[src/rtl/cpu_ctrl_pkg.sv]
// ============================================================================
//  cpu_ctrl_pkg
//  Opcodes, ALU_op codes, FSM state encoding and IR field positions shared
//  by the control unit. The MUL_DIV_EN macro enables the mul/div opcodes.
//  Revision: 1.0
// ============================================================================
`default_nettype none

package cpu_ctrl_pkg;

    localparam int IR_OPC_MSB = 31;
    localparam int IR_RA_LSB  = 23;
    localparam int IR_RB_LSB  = 19;
    localparam int IR_RC_LSB  = 15;
    localparam int REG_IDX_W  = 4;

    localparam logic [4:0] OPC_ADD  = 5'b00011;
    localparam logic [4:0] OPC_SUB  = 5'b00100;
    localparam logic [4:0] OPC_AND  = 5'b00101;
    localparam logic [4:0] OPC_OR   = 5'b00110;
    localparam logic [4:0] OPC_SHR  = 5'b00111;
    localparam logic [4:0] OPC_SHL  = 5'b01000;
    localparam logic [4:0] OPC_ROR  = 5'b01001;
    localparam logic [4:0] OPC_ROL  = 5'b01010;
    localparam logic [4:0] OPC_MUL  = 5'b01111;
    localparam logic [4:0] OPC_DIV  = 5'b10000;
    localparam logic [4:0] OPC_NEG  = 5'b10001;
    localparam logic [4:0] OPC_NOT  = 5'b10010;
    localparam logic [4:0] OPC_NOP  = 5'b11010;
    localparam logic [4:0] OPC_HALT = 5'b11011;

    localparam logic [3:0] ALU_ADD = 4'b0000;
    localparam logic [3:0] ALU_SUB = 4'b0001;
    localparam logic [3:0] ALU_AND = 4'b0010;
    localparam logic [3:0] ALU_OR  = 4'b0011;
    localparam logic [3:0] ALU_SHR = 4'b0100;
    localparam logic [3:0] ALU_SHL = 4'b0101;
    localparam logic [3:0] ALU_ROR = 4'b0110;
    localparam logic [3:0] ALU_ROL = 4'b0111;
    localparam logic [3:0] ALU_NEG = 4'b1000;
    localparam logic [3:0] ALU_NOT = 4'b1001;
    localparam logic [3:0] ALU_MUL = 4'b1010;
    localparam logic [3:0] ALU_DIV = 4'b1011;

    typedef enum logic [3:0] {
        ST_RST  = 4'd0,
        ST_T0   = 4'd1,
        ST_T1   = 4'd2,
        ST_T2   = 4'd3,
        ST_T3   = 4'd4,
        ST_T4   = 4'd5,
        ST_T5   = 4'd6,
        ST_T6   = 4'd7,
        ST_HALT = 4'd8
    } state_t;

    typedef enum logic [2:0] {
        CLS_NOP    = 3'd0,
        CLS_BINARY = 3'd1,
        CLS_UNARY  = 3'd2,
        CLS_MULDIV = 3'd3,
        CLS_HALT   = 3'd4
    } instr_class_t;

    // Undefined opcodes fall into CLS_NOP so they never write a register.
    function automatic instr_class_t classify(input logic [4:0] opc);
        case (opc)
            OPC_ADD, OPC_SUB, OPC_AND, OPC_OR,
            OPC_SHR, OPC_SHL, OPC_ROR, OPC_ROL: classify = CLS_BINARY;
            OPC_NEG, OPC_NOT:                   classify = CLS_UNARY;
`ifdef MUL_DIV_EN
            OPC_MUL, OPC_DIV:                   classify = CLS_MULDIV;
`endif
            OPC_HALT:                           classify = CLS_HALT;
            default:                            classify = CLS_NOP;
        endcase
    endfunction

    function automatic logic [3:0] alu_op_of(input logic [4:0] opc);
        case (opc)
            OPC_ADD: alu_op_of = ALU_ADD;
            OPC_SUB: alu_op_of = ALU_SUB;
            OPC_AND: alu_op_of = ALU_AND;
            OPC_OR:  alu_op_of = ALU_OR;
            OPC_SHR: alu_op_of = ALU_SHR;
            OPC_SHL: alu_op_of = ALU_SHL;
            OPC_ROR: alu_op_of = ALU_ROR;
            OPC_ROL: alu_op_of = ALU_ROL;
            OPC_NEG: alu_op_of = ALU_NEG;
            OPC_NOT: alu_op_of = ALU_NOT;
            OPC_MUL: alu_op_of = ALU_MUL;
            OPC_DIV: alu_op_of = ALU_DIV;
            default: alu_op_of = 4'b0000;
        endcase
    endfunction

endpackage

`default_nettype wire

[src/rtl/reg_select_decoder.sv]
// ============================================================================
//  reg_select_decoder
//  4-bit register index plus enable to a zero-or-one-hot select vector.
//  Revision: 1.0
// ============================================================================
`default_nettype none

module reg_select_decoder
    import cpu_ctrl_pkg::*;
#(
    parameter int REG_COUNT = 16
) (
    input  logic [REG_IDX_W-1:0] idx,
    input  logic                 en,
    output logic [REG_COUNT-1:0] onehot
);

    always_comb begin
        onehot = '0;
        for (int i = 0; i < REG_COUNT; i++) begin
            if (en && (idx == i[REG_IDX_W-1:0])) begin
                onehot[i] = 1'b1;
            end
        end
    end

endmodule

`default_nettype wire

[src/rtl/instr_control_unit.sv]
// ============================================================================
//  instr_control_unit
//  Hardwired fetch/execute sequencer for the single-bus datapath.
//  Optional macro MUL_DIV_EN adds mul/div sequencing through T6.
//  Revision: 1.0
// ============================================================================
`default_nettype none

module instr_control_unit
    import cpu_ctrl_pkg::*;
#(
    parameter int REG_COUNT = 16,
    parameter int OPC_W     = 5
) (
    input  logic                 Clock,
    input  logic                 Reset,
    input  logic                 Stop,
    input  logic                 MemReady,
    input  logic [31:0]          IR,
    output logic                 Run,
    output logic                 PCout,
    output logic                 Zlowout,
    output logic                 Zhighout,
    output logic                 MDRout,
    output logic                 MARin,
    output logic                 Zin,
    output logic                 PCin,
    output logic                 MDRin,
    output logic                 IRin,
    output logic                 Yin,
    output logic                 LOin,
    output logic                 HIin,
    output logic                 IncPC,
    output logic                 Read,
    output logic [3:0]           ALU_op,
    output logic [REG_COUNT-1:0] RegIn,
    output logic [REG_COUNT-1:0] RegOut,
    output logic [3:0]           Present_state
);

    state_t                 state;
    state_t                 next_state;
    instr_class_t           cls;
    logic [OPC_W-1:0]       opcode;
    logic [REG_IDX_W-1:0]   ra;
    logic [REG_IDX_W-1:0]   rb;
    logic [REG_IDX_W-1:0]   rc;
    logic [REG_IDX_W-1:0]   out_idx;
    logic [REG_IDX_W-1:0]   in_idx;
    logic                   out_en;
    logic                   in_en;
    logic                   unused_ir;

    assign opcode    = IR[IR_OPC_MSB -: OPC_W];
    assign ra        = IR[IR_RA_LSB +: REG_IDX_W];
    assign rb        = IR[IR_RB_LSB +: REG_IDX_W];
    assign rc        = IR[IR_RC_LSB +: REG_IDX_W];
    assign cls       = classify(opcode);
    assign unused_ir = ^IR[IR_RC_LSB-1:0];

    assign Present_state = state;
    assign Run           = (state != ST_RST) && (state != ST_HALT);

    always_ff @(posedge Clock) begin
        if (Reset) begin
            state <= ST_RST;
        end else begin
            state <= next_state;
        end
    end

    always_comb begin
        next_state = state;
        PCout      = 1'b0;
        Zlowout    = 1'b0;
        Zhighout   = 1'b0;
        MDRout     = 1'b0;
        MARin      = 1'b0;
        Zin        = 1'b0;
        PCin       = 1'b0;
        MDRin      = 1'b0;
        IRin       = 1'b0;
        Yin        = 1'b0;
        LOin       = 1'b0;
        HIin       = 1'b0;
        IncPC      = 1'b0;
        Read       = 1'b0;
        ALU_op     = 4'b0000;
        out_en     = 1'b0;
        out_idx    = rb;
        in_en      = 1'b0;
        in_idx     = ra;

        case (state)
            ST_RST: next_state = ST_T0;
            ST_T0: begin
                PCout      = 1'b1;
                MARin      = 1'b1;
                IncPC      = 1'b1;
                Zin        = 1'b1;
                next_state = ST_T1;
            end
            ST_T1: begin
                Read  = 1'b1;
                MDRin = 1'b1;
                // PC is only written back on the ready cycle so a stalled
                // fetch cannot advance it more than once.
                if (MemReady) begin
                    Zlowout    = 1'b1;
                    PCin       = 1'b1;
                    next_state = ST_T2;
                end
            end
            ST_T2: begin
                MDRout = 1'b1;
                IRin   = 1'b1;
                case (cls)
                    CLS_HALT: next_state = ST_HALT;
                    CLS_NOP:  next_state = Stop ? ST_HALT : ST_T0;
                    default:  next_state = ST_T3;
                endcase
            end
            ST_T3: begin
                out_en = 1'b1;
                if (cls == CLS_UNARY) begin
                    ALU_op     = alu_op_of(opcode);
                    Zin        = 1'b1;
                    next_state = ST_T5;
                end else begin
                    Yin        = 1'b1;
                    next_state = ST_T4;
`ifdef MUL_DIV_EN
                    if (cls == CLS_MULDIV) begin
                        out_idx = ra;
                    end
`endif
                end
            end
            ST_T4: begin
                out_en     = 1'b1;
                out_idx    = (cls == CLS_MULDIV) ? rb : rc;
                ALU_op     = alu_op_of(opcode);
                Zin        = 1'b1;
                next_state = ST_T5;
            end
            ST_T5: begin
                Zlowout = 1'b1;
`ifdef MUL_DIV_EN
                if (cls == CLS_MULDIV) begin
                    LOin       = 1'b1;
                    next_state = ST_T6;
                end else begin
                    in_en      = 1'b1;
                    next_state = Stop ? ST_HALT : ST_T0;
                end
`else
                in_en      = 1'b1;
                next_state = Stop ? ST_HALT : ST_T0;
`endif
            end
`ifdef MUL_DIV_EN
            ST_T6: begin
                Zhighout   = 1'b1;
                HIin       = 1'b1;
                next_state = Stop ? ST_HALT : ST_T0;
            end
`endif
            ST_HALT: next_state = ST_HALT;
            default: next_state = ST_RST;
        endcase
    end

    reg_select_decoder #(.REG_COUNT(REG_COUNT)) u_regout_dec (
        .idx    (out_idx),
        .en     (out_en),
        .onehot (RegOut)
    );

    reg_select_decoder #(.REG_COUNT(REG_COUNT)) u_regin_dec (
        .idx    (in_idx),
        .en     (in_en),
        .onehot (RegIn)
    );

endmodule

`default_nettype wire
[config.mk]
export PLATFORM = sky130hd
export DESIGN_NAME = instr_control_unit
export DESIGN_NICKNAME = d
export VERILOG_FILES = /design/src/rtl/cpu_ctrl_pkg.sv /design/src/rtl/reg_select_decoder.sv /design/src/rtl/instr_control_unit.sv
export SDC_FILE = /design/constraint.sdc
export NUM_CORES = 1
export LEC_CHECK = 0
export ABC_AREA = 1
export CORE_MARGIN = 4
export CORE_UTILIZATION = 29
export DETAILED_ROUTE_END_ITERATION = 6
export PLACE_DENSITY = 0.77
export SYNTH_ARGS = -nofsm -noshare
export SYNTH_HDL_FRONTEND = slang
export SYNTH_HIERARCHICAL = 1
export SYNTH_SLANG_ARGS = --single-unit
export TNS_END_PERCENT = 30
[constraint.sdc]
create_clock -name Clock -period 1.7 [get_ports Clock]
set_clock_uncertainty 0.05 [all_clocks]
set_input_delay 0.17 -clock Clock [delete_from_list [all_inputs] [get_ports Clock]]
set_output_delay 0.17 -clock Clock [all_outputs]
set_load 0.01 [all_outputs]
==> impl_metrics.env <==
export IMPL_syn_cell_area_um2=903
export IMPL_setup_slack_ns=-0.145
export IMPL_cpPeakStageDelay_ns=0.36
export IMPL_hold_viol=0
export IMPL_drt_wl_total_mm=3.58
export IMPL_gr_total_overflow=0
export IMPL_drv_slew=0
export IMPL_pwr_share_clk_pct=16.5
export IMPL_period_share_pct=109
export IMPL_largest_reg_flops=4
export IMPL_h_tree_depth=1
export IMPL_port_buffers=72
export IMPL_post_drt_wl_per_cell_um=11.3
export IMPL_cp_max_fo=5
export IMPL_die_h_um=63.8
export IMPL_clock_root_buffer="clkbuf_4"
export IMPL_clk_latency_ns=0.23
export IMPL_syn_area_per_cell_um2=5.38
export IMPL_viasPerCell=4.46
export IMPL_grt_pass1_wl_mm=5.87
export IMPL_yosys_warnings=6
export IMPL_power_share_combinational_pct=67.0
export IMPL_synth_common_cells="45 x nor2_1, 31 x nand2_1, 28 x inv_1"
export IMPL_outcome="finished, violations left"
export IMPL_layout_nets=317
export IMPL_violations="negative setup slack"
export IMPL_vias=1417
export IMPL_clk_pin_slew_ns=0.03
export IMPL_io_pins=91
export IMPL_start_util_pct=31.4
export IMPL_grt_max_degree=7
export IMPL_grt_antenna_before_repair=0
export IMPL_finish_instance_area_um2=1960
export IMPL_setup_viol=18
export IMPL_power_density_nw_per_um2=352
export IMPL_yosys_area_top_type_share_pct=18.7
export IMPL_numCtsBuffers=3
export IMPL_synth_area_leader_cell="nor2_1"
export IMPL_syn2layout_area_growth_pct=117
export IMPL_core_area_um2=2880
export IMPL_die_area_um2=4070
export IMPL_power_leakage_nw=0.991
export IMPL_required_ns=1.48
export IMPL_p_int_mw=0.415
export IMPL_cts_hold_buf=0
export IMPL_grt_total_usage_pct=17.2
export IMPL_drc=0
export IMPL_place_ws_ns=-0.555
export IMPL_dpl_cell_area_um2=1880
export IMPL_synthDistinctLibCells=24
export IMPL_yosysSeqAreaShare_pct=8.86
export IMPL_netSwitchingFraction_pct=39.7
export IMPL_die_width_um=63.8
export IMPL_vdd_drop_max_mv=0.433
export IMPL_first_pass_iters=4
export IMPL_hold_path_class="in2reg"
export IMPL_cts_tree="yes"
export IMPL_setup_worst_path_end_class="primary output"
export IMPL_crit_path_top_delay_cell="mux2_4"
export IMPL_switching_power_mw=0.274
export IMPL_cp_start_kind="flop"
export IMPL_worstSetupPathType="reg2out"
export IMPL_gp_congestion=0.800
export IMPL_ys_flop_type="dfxtp_1"
export IMPL_ant_nets=0
export IMPL_dp_hpwl_mm=2.89
export IMPL_clockBufferDepth=2
export IMPL_cts_sinks=4
export IMPL_drv_cap=0
export IMPL_postSynthCellCount=168
export IMPL_ys_seq_elements=4
export IMPL_crit_arrival_ns=1.62
export IMPL_fmax_mhz=542
export IMPL_synth_most_common_cell="nor2_1"
export IMPL_drive_gt1_share_pct=48.6
export IMPL_synth_edff_count=0
export IMPL_synthArstFlopShare_pct=0
export IMPL_rsz0062_at_grt="true"
export IMPL_n_antenna_cell=0
export IMPL_drt_iter0_drc=72
export IMPL_grt_pass1_vias=1415
export IMPL_period_minus_slack_ns=1.84
export IMPL_netlist_top_cells_area="nor2_1 19%, nand2_1 13%, inv_1 12%"
export IMPL_rows=19
export IMPL_pwr_share_seq_pct=16.5
export IMPL_final_util_pct=68.0
export IMPL_cp_cell_sequence="inv_2 -> nor2_4 -> nand2_4 -> mux2_4 -> inv_4 -> buf_6 -> nand3_2 -> nor2_1 -> buf_2"
[critical path: cells and delay by family (launching register included)]
| family | cells | cell delay [ns] |
|---|---|---|
| AND/OR/NAND/NOR | 4 | 0.38 |
| multiplexers | 1 | 0.36 |
| buffers and inverters | 4 | 0.33 |
| flip-flops | 1 | 0.32 |
[power by group through the flow]
stage               Combinational [mW]  Sequential (mW)  Clock, mW
CTS                              0.436            0.113      0.120
detailed placement               0.434            0.111          0
floorplan                        0.176            0.125          0
global route                     0.503            0.114      0.121
global placement                 0.427            0.110          0
finish                           0.461            0.114      0.114
[path summary, 6_finish.rpt]
path / start / slack, ns / end / cells after the start
worst min register to register: Present_state[1] / 0.60 / Present_state[1] / 3
worst max-delay path: Present_state[2] / -0.14 / RegOut[6] / 9
worst min-delay path: Reset / 0.52 / Present_state[3] / 2
worst max register to register: Present_state[3] / 0.29 / Present_state[0] / 8
[stage by stage]
step	hold slack (ns)	setup TNS, ns	power, mW	instances
3_3_place_gp	0.576	-9.59	0.538	308
5_1_grt	0.539	-3.18	0.738	318
6_report	0.519	-1.41	0.689	318
4_1_cts	0.514	-2.11	0.669	317
3_5_place_dp	0.577	-10.54	0.545	308
2_1_floorplan	0.182	0	0.301	170
[final cells by class]
type	count	area, um2
tap	42	52.6
sequential	4	83.8
clock buffer	3	22.5
fill	262	920
timing repair buffer	110	880
inverter	30	128
multi-input combinational	129	791
[placed cells by master (no fill, tap or decap), drive strengths merged]
master          n
clkinv          1
a31oi           2
conb            3
buf            70
nand3b          1
inv            29
clkdlybuf4s50  22
clkbuf          6
mux2            4
nand3          16
dfxtp           4
ha              3
nand2          32
a21oi           6
dlygate4sd2     3
clkdlybuf4s15  12
o21ai           8
nor3            3
nand4           1
nor2           50
[per-layer routing]
layer	wire length [um]	track usage [%]
met5	0	0
met4	0	3.23
met3	216	2.45
met2	2040	36.5
met1	1330	17.1
[kinds of logic after synthesis]
kind of cell / count (synthesis) / share of synthesized area, %
AOI/OAI and AO/OA: 16 / 9.97
buffers and inverters: 37 / 18.3
and+or+nand+nor: 103 / 51.7
adders and majority gates: 3 / 4.16
other: 1 / 0.415
DFF: 4 / 8.86
muxes: 4 / 6.65
[repair_timing]
action | CTS | global route
endpoints found under the setup margin | 48 | 46
gates resized for setup | 187 | 41
pin swaps | 12 | 12
setup buffers | 6 | 1
Note: power is estimated with default switching activity, not from simulation.
